[src/rtl/branch_resolve_predictor.sv]
`default_nettype none
// ============================================================================
//  Module   : branch_resolve_predictor
//  Purpose  : B-type branch resolution, misprediction flagging, 2-bit counter
//             direction predictor and saturating branch statistics.
//  Revision : 1.0
// ============================================================================
module branch_resolve_predictor #(
   parameter int IDX_W = 4,
   parameter int CNT_W = 32
) (
   input  logic             clk,
   input  logic             rst_n,
   input  logic [31:0]      fetch_pc_i,
   output logic             pred_taken_o,
   input  logic             valid_i,
   input  logic             is_branch_i,
   input  logic [2:0]       funct3_i,
   input  logic [31:0]      pc_i,
   input  logic             pred_i,
   input  logic             br_eq_i,
   input  logic             br_lt_i,
   output logic             br_unsign_o,
   output logic             taken_o,
   output logic             mispredict_o,
   output logic             illegal_o,
   input  logic             clear_stats_i,
   output logic [CNT_W-1:0] branch_cnt_o,
   output logic [CNT_W-1:0] taken_cnt_o,
   output logic [CNT_W-1:0] mispred_cnt_o
);

   localparam int         c_ENTRIES  = 1 << IDX_W;
   localparam logic [1:0] c_STRONG_NT = 2'b00;
   localparam logic [1:0] c_WEAK_NT   = 2'b01;
   localparam logic [1:0] c_STRONG_T  = 2'b11;

   logic [1:0]       r_table [c_ENTRIES];
   logic [IDX_W-1:0] w_fetch_idx;
   logic [IDX_W-1:0] w_upd_idx;
   logic [1:0]       w_cnt_cur;
   logic [1:0]       w_cnt_nxt;
   logic             w_reserved;
   logic             w_res;
   logic             w_dir;
   logic [CNT_W-1:0] r_branch_cnt;
   logic [CNT_W-1:0] r_taken_cnt;
   logic [CNT_W-1:0] r_mispred_cnt;
   logic             w_unused_pc_bits;

   // PC bits outside the table index only alias entries together.
   assign w_unused_pc_bits = ^{fetch_pc_i[31:IDX_W+2], fetch_pc_i[1:0],
                               pc_i[31:IDX_W+2], pc_i[1:0]};

   assign w_fetch_idx  = fetch_pc_i[IDX_W+1:2];
   assign w_upd_idx    = pc_i[IDX_W+1:2];
   assign pred_taken_o = r_table[w_fetch_idx][1];

   // ------------------------------------------------------------------------
   // Resolution
   // ------------------------------------------------------------------------
   assign br_unsign_o = funct3_i[1];
   assign w_reserved  = (funct3_i == 3'b010) || (funct3_i == 3'b011);
   assign illegal_o   = valid_i & is_branch_i & w_reserved;
   assign w_res       = valid_i & is_branch_i & ~w_reserved;

   always_comb begin
      w_dir = 1'b0;
      case (funct3_i)
         3'b000:         w_dir = br_eq_i;
         3'b001:         w_dir = ~br_eq_i;
         3'b100, 3'b110: w_dir = br_lt_i;
         3'b101, 3'b111: w_dir = ~br_lt_i;
         default:        w_dir = 1'b0;
      endcase
   end

   assign taken_o      = w_res & w_dir;
   assign mispredict_o = w_res & (taken_o != pred_i);

   // ------------------------------------------------------------------------
   // Prediction table
   // ------------------------------------------------------------------------
   assign w_cnt_cur = r_table[w_upd_idx];

   always_comb begin
      w_cnt_nxt = w_cnt_cur;
      if (taken_o) begin
         if (w_cnt_cur != c_STRONG_T)
            w_cnt_nxt = w_cnt_cur + 2'b01;
      end else begin
         if (w_cnt_cur != c_STRONG_NT)
            w_cnt_nxt = w_cnt_cur - 2'b01;
      end
   end

   always_ff @(posedge clk or negedge rst_n) begin
      if (!rst_n) begin
         for (int i = 0; i < c_ENTRIES; i++)
            r_table[i] <= c_WEAK_NT;
      end else if (w_res) begin
         r_table[w_upd_idx] <= w_cnt_nxt;
      end
   end

   // ------------------------------------------------------------------------
   // Statistics: saturate at all-ones, clear has priority over counting
   // ------------------------------------------------------------------------
   function automatic logic [CNT_W-1:0] f_sat_inc(input logic [CNT_W-1:0] v);
      return (&v) ? v : v + CNT_W'(1);
   endfunction

   always_ff @(posedge clk or negedge rst_n) begin
      if (!rst_n) begin
         r_branch_cnt  <= '0;
         r_taken_cnt   <= '0;
         r_mispred_cnt <= '0;
      end else if (clear_stats_i) begin
         r_branch_cnt  <= '0;
         r_taken_cnt   <= '0;
         r_mispred_cnt <= '0;
      end else if (w_res) begin
         r_branch_cnt <= f_sat_inc(r_branch_cnt);
         if (taken_o)
            r_taken_cnt <= f_sat_inc(r_taken_cnt);
         if (mispredict_o)
            r_mispred_cnt <= f_sat_inc(r_mispred_cnt);
      end
   end

   assign branch_cnt_o  = r_branch_cnt;
   assign taken_cnt_o   = r_taken_cnt;
   assign mispred_cnt_o = r_mispred_cnt;

endmodule
`default_nettype wire

[config.mk]
export PLATFORM = sky130hd
export DESIGN_NAME = branch_resolve_predictor
export DESIGN_NICKNAME = d
export VERILOG_FILES = /design/src/rtl/branch_resolve_predictor.sv
export SDC_FILE = /design/constraint.sdc
export NUM_CORES = 1
export LEC_CHECK = 0
export ABC_AREA = 1
export BUFFER_PORTS_ARGS = -buffer_cell sky130_fd_sc_hd__buf_4
export CORE_MARGIN = 3
export CORE_UTILIZATION = 51
export CTS_CLUSTER_SIZE = 12
export DETAILED_ROUTE_END_ITERATION = 8
export PLACE_DENSITY = 0.78
export SETUP_SLACK_MARGIN = 0.2
export SKIP_CTS_REPAIR_TIMING = 1
export SYNTH_ARGS = -nofsm -noshare
export SYNTH_HDL_FRONTEND = slang
export SYNTH_SLANG_ARGS = --single-unit
[constraint.sdc]
create_clock -name clk -period 1.7 [get_ports clk]
set_input_delay 0.255 -clock clk [delete_from_list [all_inputs] [get_ports clk]]
set_output_delay 0.255 -clock clk [all_outputs]
set_load 0.02 [all_outputs]
==> metrics.md, run 1 <==
| Metric | Value |
|---|---|
| Total placed instance area | 10,700 um^2 |
| Net switching share of the total power | 26.6% |
| Fin crit period | 1.84 ns |
| Max Fclk | 544 MHz |
| Number of core rows | 47 |
| TritonCTS clock tree | built |
| Clock latency at the later pin of the worst-skew pair | 0.43 ns |
| Cts bufs inserted | 17 |
| Yosys warnings | 0 |
| Standard cell core area | 16,700 um^2 |
| Mean number of vias per cell | 5.75 |
| Clock net sink count | 128 |
| Pin count of the biggest net entering global routing | 65 |
| Routed Wire Length | 32.9 mm |
| Top area cells in the synthesized netlist | sky130_fd_sc_hd__dfrtp_1, sky130_fd_sc_hd__nand2_1, sky130_fd_sc_hd__nand3_1 |
| Number of enable-type register cells in the synthesized netlist | 0 |
| Post-layout worst setup margin | -0.139 ns |
| Crit path kind | flop to flop |
| #FFs+latches synth | 128 |
| Final Setup Violations | 85 |
| Synth Cell Area | 8750 um^2 |
| Number of nets in the layout | 1,690 |
| Remaining antenna violation count after routing | 0 |
| Power per unit of standard cell area | 614 nW/um^2 |
| Max Cap Viol | 0 |
| Chip height | 137 um |
| Part of the power in the clock network | 47.6% |
| Count of buffers from port buffering | 119 |
| Worst slack at placement | -0.0305 ns |
| Internal power | 0.00599 W |
| Post-Route Utilization | 79.7% |
| Number of antenna violations at the first check in global routing | 0 |
| Initial DRC count | 1,202 |
| RD Place Congestion | 0.957 |
| Critical path capture point type | flop |
| Worst Tran Pin Value | 0.421 ns |
| Library cell occupying the most area in the post-synthesis netlist | sky130_fd_sc_hd__dfrtp_1 |
| Leak | 6.39 nW |
| Wire length of the first global-routing pass | 41.7 mm |
| Class of the worst hold path | input port to async pin |
| Final clock period utilization by the worst path | 108% |
| Hold_ws | 0.243 ns |
| Slew Limit Headroom | 71.9% |
| Total congestion overflow after global routing | 0 |
| Async set-or-reset flop fraction in the synthesized netlist | 100% |
| IO Pins | 176 |
| Fraction of final layout cells sized beyond drive strength 1 | 41.9% |
| Total global-route track usage | 27.8% |
| Max Buffers Root-to-Sink | 2 |
| DR pass1 iterations | 7 |
| CTS H-Tree Depth | 4 |
| Data arrival time of the critical path | 2.16 ns |
| Total die area | 18,800 um^2 |
| Overall via count from detail_route | 10,614 |
| Final hold viol count | 0 |
| Final instance area | 13,300 um^2 |
| Status | finished with violations |
| # diodes | 0 |
| Reg2reg start | taken_cnt_o[7] |
| Switching power of the nets | 0.00217 W |
| Register clock-pin slew on the reported worst setup and hold paths | 0.06 ns |
| Number of nets produced by synthesis | 1,404 |
| Floorplan die width | 137 um |
| Half-perimeter wire length after detailed placement | 19.0 mm |
| Worst VDD drop | 0.000738 V |
| Startpoint type of the worst setup path | flop |
| Via count of the first global-routing pass | 8,716 |
| Total power consumption of the routed design | 0.00816 W |
| Violated checks | setup timing |
| Unique masters post-synth | 40 |
| Most common cell after layout, fill and taps aside | sky130_fd_sc_hd__nand2_1 |
| Most used flip-flop cell after synthesis | sky130_fd_sc_hd__dfrtp_1 |
| Register area share after synthesis | 36.8% |
| Final Max Tran Viols | 0 |
| Setup repair after global routing missed its margin | true |
| Yosys top cell area share | 32.0% |
| Sequential share of power | 38.8% |
| Layout overhead on the synthesized area | 52.0% |
| CTS Root Buffer Type | sky130_fd_sc_hd__clkbuf_16 |
| Total of fill cells in the finished design | 1,124 |
| Critical Path RT | 2.03 ns |
| Leading cell types in the layout, fill and taps excluded | sky130_fd_sc_hd__nand2_1, sky130_fd_sc_hd__buf_4, sky130_fd_sc_hd__nor2_1 |
| Wirelength per Cell | 17.8 um |
| Synthesized netlist cell count | 1,326 |
| Largest fanout on the critical path | 3 |
| Initial Utilization | 52.4% |
| Critical path launch point | taken_cnt_o[7] |
| Post-route DRC | 0 |
| Part of the power in combinational logic | 13.6% |
| Clock skew | 0.0124 ns |
| Synthesized area divided by synthesized cell count | 6.60 um^2 |
| Reg-to-reg setup timing slack | -0.14 ns |
[per-stage QoR]
| stage | TNS (ns) | cells |
|---|---|---|
| final | -3.70 | 1845 |
| after global routing | -9.84 | 1845 |
| after CTS | -0.712 | 1781 |
| after detailed placement | -0.123 | 1749 |
| after global placement | 0 | 1749 |
| after floorplan | 0 | 1326 |
[registers in the layout, indices dropped and copies added (netlist names)]
| register | count |
|---|---|
| branch_cnt_o | 32 |
| mispred_cnt_o | 32 |
| r_table | 32 |
| taken_cnt_o | 32 |
[cell type report]
class	instances	area [um^2]	area share (%)
timing repair buffer	297	2570	19.4
tap	220	275	2.07
timing repair inverter	2	20.0	0.150
clock inverter	9	130	0.978
inverter	121	495	3.72
multi-input combinational	1045	6070	45.6
sequential	128	3250	24.4
clock buffer	23	488	3.67
[layer usage]
| layer | share of wire [%] | track usage (%) | vias to the layer above | routed length, um |
|---|---|---|---|---|
| met4 | 4.7 | 9.92 | 0 | 1560 |
| met5 | 0 | 0 | - | 0 |
| met3 | 8.3 | 4.19 | 161 | 2730 |
| met2 | 48 | 46.3 | 657 | 15800 |
| met1 | 39 | 36.8 | 4993 | 12800 |
| li1 | - | - | 4803 | - |
[critical path, cell delays in order, from the launching register on]
cell                      delay (ns)
sky130_fd_sc_hd__dfrtp_1        0.42
sky130_fd_sc_hd__nand2_1        0.17
sky130_fd_sc_hd__nor3_2         0.14
sky130_fd_sc_hd__buf_4          0.15
sky130_fd_sc_hd__nand2_1        0.09
sky130_fd_sc_hd__nor2_1         0.29
sky130_fd_sc_hd__nand2_1        0.11
sky130_fd_sc_hd__nand2_1        0.08
sky130_fd_sc_hd__nand3_1        0.07
sky130_fd_sc_hd__o21ai_1        0.22
[Yosys cell counts (4+ instances only)]
library cell	count
sky130_fd_sc_hd__nand2_4	5
sky130_fd_sc_hd__nor2_1	157
sky130_fd_sc_hd__nor2_2	12
sky130_fd_sc_hd__nand4_1	11
sky130_fd_sc_hd__xor2_1	25
sky130_fd_sc_hd__nand3_1	120
sky130_fd_sc_hd__o21ai_0	46
sky130_fd_sc_hd__xnor2_1	9
sky130_fd_sc_hd__clkbuf_1	10
sky130_fd_sc_hd__inv_1	97
sky130_fd_sc_hd__buf_4	12
sky130_fd_sc_hd__o21ai_2	4
sky130_fd_sc_hd__buf_2	4
sky130_fd_sc_hd__o21ai_1	45
sky130_fd_sc_hd__nor3_1	37
sky130_fd_sc_hd__nand3_2	13
sky130_fd_sc_hd__a21o_1	9
sky130_fd_sc_hd__buf_6	7
sky130_fd_sc_hd__dfstp_2	16
sky130_fd_sc_hd__nand2_1	501
sky130_fd_sc_hd__inv_2	23
sky130_fd_sc_hd__dfrtp_1	112
sky130_fd_sc_hd__nand2_2	20
[kinds of logic after synthesis]
group | Yosys count | synth area share [%]
AOI/OAI and AO/OA | 115 | 7.26
xor gates and xnor gates | 34 | 3.40
adders and majority gates | 3 | 0.429
buffers and inverters | 158 | 8.39
DFF | 128 | 36.8
and+or+nand+nor | 888 | 43.7
[worst paths after layout]
| path | depth (start not counted) | endpoint |
|---|---|---|
| min | 2 | branch_cnt_o[23] |
| min in group clk | 4 | mispred_cnt_o[16] |
| max reg2reg | 9 | taken_cnt_o[26] |
| min reg2reg | 2 | r_table[8] |
| max in group asynchronous | 3 | mispred_cnt_o[8] |
| max | 9 | taken_cnt_o[26] |
[power groups by stage]
stage	Combinational [W]	Sequential, W	Clock [W]
after global placement	0.000726	0.00322	0
after CTS	0.000747	0.00317	0.00389
final	0.00111	0.00317	0.00389
after detailed placement	0.000742	0.00322	0
after floorplan	0.000403	0.00327	0
after global routing	0.00117	0.00317	0.00402
(Power assumes the default switching activity.)
==> inputs of run 2 (changes only) <==
ABC_AREA = default   (was 1)
CORE_UTILIZATION = 49   (was 51)
PLACE_DENSITY = 0.77   (was 0.78)
==> run 2 against run 1 <==
Against the previous run:
- the flow still finishes with violations (setup timing)
- clock power increased by 16%
- worst hold slack improved by 0.017 ns
- first-iteration DRC count decreased by 9.9%
- sequential power decreased by 2%
- worst setup slack got worse by 0.53 ns
- sequential cell count unchanged
- die area decreased by 17%
- fmax decreased by 22%
- sequential share of layout area increased by 2.5 points
- combinational power decreased by 36%
- critical endpoint is now pred_taken_o
- largest cell class unchanged
- largest power group unchanged
==> metrics.md, run 2 <==
| Metric | Value |
|---|---|
| Post-synthesis share of cell area spent on full adders, half adders and majority gates | 0.684% |
| Placed cell count | 1,203 |
| Library cell occupying the most area in the post-synthesis netlist | sky130_fd_sc_hd__dfrtp_1 |
| Non-filler instance count after layout | 1,299 |
| Mean number of vias per cell | 6.48 |
| Total of fill cells in the finished design | 486 |
| Final Max Tran Viols | 0 |
| Initial DRC count | 1,083 |
| Capturing instance or port of the critical path | pred_taken_o |
| Crit-path leading delay family | multiplexers |
| Total power consumption of the routed design | 0.00832 W |
| Fraction of final layout cells sized beyond drive strength 1 | 61.8% |
| Async set-or-reset flop fraction in the synthesized netlist | 100% |
| Pin count of the biggest net entering global routing | 66 |
| Worst Tran Pin Value | 0.465 ns |
| Data arrival time of the critical path | 2.11 ns |
| Max Buffers Root-to-Sink | 2 |
| Total global-route track usage | 29.3% |
| Critical path capture point type | output port |
| Number of nets in the layout | 1,188 |
| Leak | 5.37 nW |
| CTS H-Tree Depth | 4 |
| Fraction of synthesized cell area in xor and xnor cells | 8.57% |
| Standard cell core area | 13,600 um^2 |
| Worst path slowest cell | sky130_fd_sc_hd__mux4_2 |
| Max Fclk | 423 MHz |
| Buffers and inverters on the worst path | 2 |
| Synthesized area divided by synthesized cell count | 9.66 um^2 |
| Sequential Area | 3290 um^2 |
| Total die area | 15,700 um^2 |
| Reg2reg start | taken_cnt_o[9] |
| Final Setup Violations | 128 |
| Number of nets produced by synthesis | 798 |
| Class of the worst hold path | input port to async pin |
| Most used flip-flop cell after synthesis | sky130_fd_sc_hd__dfrtp_1 |
| Leading cell types in the layout, fill and taps excluded | sky130_fd_sc_hd__buf_4, sky130_fd_sc_hd__nor2_1, sky130_fd_sc_hd__buf_6 |
| Final clock period utilization by the worst path | 139% |
| Leading cell types by count after synthesis | sky130_fd_sc_hd__dfrtp_1, sky130_fd_sc_hd__nor2_1, sky130_fd_sc_hd__nand2_1 |
| Unique masters post-synth | 51 |
| Critical path launch point | r_table[1] |
| Cts bufs inserted | 17 |
| Routed Wire Length | 31.5 mm |
| IO Pins | 176 |
| Fin crit period | 2.37 ns |
| Startpoint type of the worst setup path | flop |
| DR pass1 iterations | 7 |
| Max Cap Viol | 0 |
| Multi-input combinational cell area | 4530 um^2 |
| Initial Utilization | 51.3% |
| Remaining antenna violation count after routing | 0 |
| Total congestion overflow after global routing | 0 |
| Critical Path RT | 1.44 ns |
| Violated checks | setup timing |
| Yosys top cell area share | 40.3% |
| Chip height | 125 um |
| Multiplexer area fraction after synthesis | 7.58% |
| Clock latency at the later pin of the worst-skew pair | 0.44 ns |
| Reg-to-reg endpoint | taken_cnt_o[12] |
| Number of core rows | 42 |
| Number of enable-type register cells in the synthesized netlist | 0 |
| Wire length of the first global-routing pass | 37.6 mm |
| Setup repair after global routing missed its margin | true |
| Final hold viol count | 0 |
| Largest fanout on the critical path | 2 |
| Compound-Gate Fraction of Synth Area | 7.24% |
| Count of buffers from port buffering | 119 |
| Worst VDD drop | 0.000872 V |
| Crit path kind | flop to output port |
| Clock skew | 0.0196 ns |
| RD Place Congestion | 0.996 |
| Worst slack at placement | -0.482 ns |
| Register area share after synthesis | 46.4% |
| Number of antenna violations at the first check in global routing | 0 |
| Half-perimeter wire length after detailed placement | 15.5 mm |
| Reg-to-reg setup timing slack | -0.63 ns |
| Power per unit of standard cell area | 680 nW/um^2 |
| Layout overhead on the synthesized area | 75.9% |
| CTS Root Buffer Type | sky130_fd_sc_hd__clkbuf_16 |
| Top area cells in the synthesized netlist | sky130_fd_sc_hd__dfrtp_1, sky130_fd_sc_hd__xor2_1, sky130_fd_sc_hd__dfstp_2 |
| Status | finished with violations |
| Via count of the first global-routing pass | 7,545 |
| Reg2reg path depth | 8 |
| Synth Cell Area | 6950 um^2 |
| CP Cell Sequence | buf_6 > mux4_2 > mux4_2 > buf_6 |
| Synthesized netlist cell count | 720 |
| Yosys warnings | 0 |
| Hold_ws | 0.260 ns |
| Most instantiated library cell after synthesis | sky130_fd_sc_hd__dfrtp_1 |
| Post-route DRC | 0 |
| Floorplan die width | 125 um |
| Path length in cells of the critical path | 4 |
| Wirelength per Cell | 24.3 um |
| Slew Limit Headroom | 69.0% |
| Dominant combinational cell family by area after synthesis | simple AND/OR/NAND/NOR gates |
| # diodes | 0 |
| Register clock-pin slew on the reported worst setup and hold paths | 0.06 ns |
| Area share of and/or/nand/nor cells after synthesis | 26.9% |
| Overall via count from detail_route | 8,420 |
| Largest stage delay on the critical path | 0.51 ns |
| Post-layout worst setup margin | -0.666 ns |
| #FFs+latches synth | 128 |
| Most common cell after layout, fill and taps aside | sky130_fd_sc_hd__buf_4 |
| Clock net sink count | 128 |
| TritonCTS clock tree | built |
-- run 2: cell types whose count changed in the layout (fill, tap and decap cells not counted), moves of 31 or more --
cell                      before  now
sky130_fd_sc_hd__nand2_4      41    5
sky130_fd_sc_hd__nand2_2      89    8
sky130_fd_sc_hd__dfrtp_1      88   57
sky130_fd_sc_hd__inv_1        94    7
sky130_fd_sc_hd__o21ai_1      49   13
sky130_fd_sc_hd__nor2_1      135   84
sky130_fd_sc_hd__buf_4       264  321
sky130_fd_sc_hd__buf_6        10   62
sky130_fd_sc_hd__dfrtp_2      24   55
sky130_fd_sc_hd__o21ai_2      39    4
sky130_fd_sc_hd__nand2_1     391   46
sky130_fd_sc_hd__nand3_1     102   29
-- run 2: worst min-delay path by stage --
stage	slack, ns	to	startpoint	cells after the start
2_1_floorplan	-0.04	branch_cnt_o[0]	rst_n	0
3_3_place_gp	0.15	mispred_cnt_o[20]	rst_n	1
3_5_place_dp	0.16	mispred_cnt_o[21]	rst_n	1
4_1_cts	-0.30	mispred_cnt_o[19]	rst_n	1
5_1_grt	0.27	mispred_cnt_o[21]	rst_n	2
6_report	0.26	mispred_cnt_o[21]	rst_n	2
-- run 2: area by class of cell --
class | count | area share, %
clock buffer | 19 | 3.70
clock inverter | 13 | 2.10
inverter | 8 | 0.246
multi-input combinational | 554 | 37.0
sequential | 128 | 26.9
tap | 176 | 1.80
timing repair buffer | 401 | 28.2
-- run 2: routing by layer --
| metal | vias to the layer above | track usage, % | wire [um] |
|---|---|---|---|
| met5 | - | 0 | 0 |
| li1 | 3396 | - | - |
| met4 | 0 | 12.1 | 2050 |
| met1 | 4060 | 35.8 | 11200 |
| met2 | 729 | 50.1 | 15000 |
| met3 | 235 | 6.99 | 3230 |
-- run 2: worst register-to-register path, delay by kind of cell, from the launching register on --
| kind | cells | cell delay, ns |
|---|---|---|
| xor+xnor | 1 | 0.22 |
| buf+inv | 2 | 0.24 |
| flops | 1 | 0.38 |
| simple gates | 5 | 1.36 |
-- run 2: per-stage QoR --
stage	utilization, %	area [um^2]	setup TNS [ns]
detailed placement	73.8	10000	-37.06
global placement	73.8	10000	-30.52
CTS	79.0	10700	-31.44
global route	90.2	12200	-45.48
finish	90.2	12200	-38.76
floorplan	-	7400	-22.47
-- run 2: cell families (layout without fill, tap and decap cells) --
kind of cell / after synthesis / after routing
AOI/OAI and AO/OA: 85 / 85
DFF: 128 / 128
and+or+nand+nor: 361 / 363
adders and majority gates: 4 / 4
muxes: 34 / 34
buffers and inverters: 40 / 441
xor gates and xnor gates: 68 / 68
-- run 2: where the power goes --
part	switching, W	internal, W	total [W]
combinational	0.000415	0.000293	0.000707
clock	0.00151	0.00298	0.00450
sequential	0.0000270	0.00309	0.00312
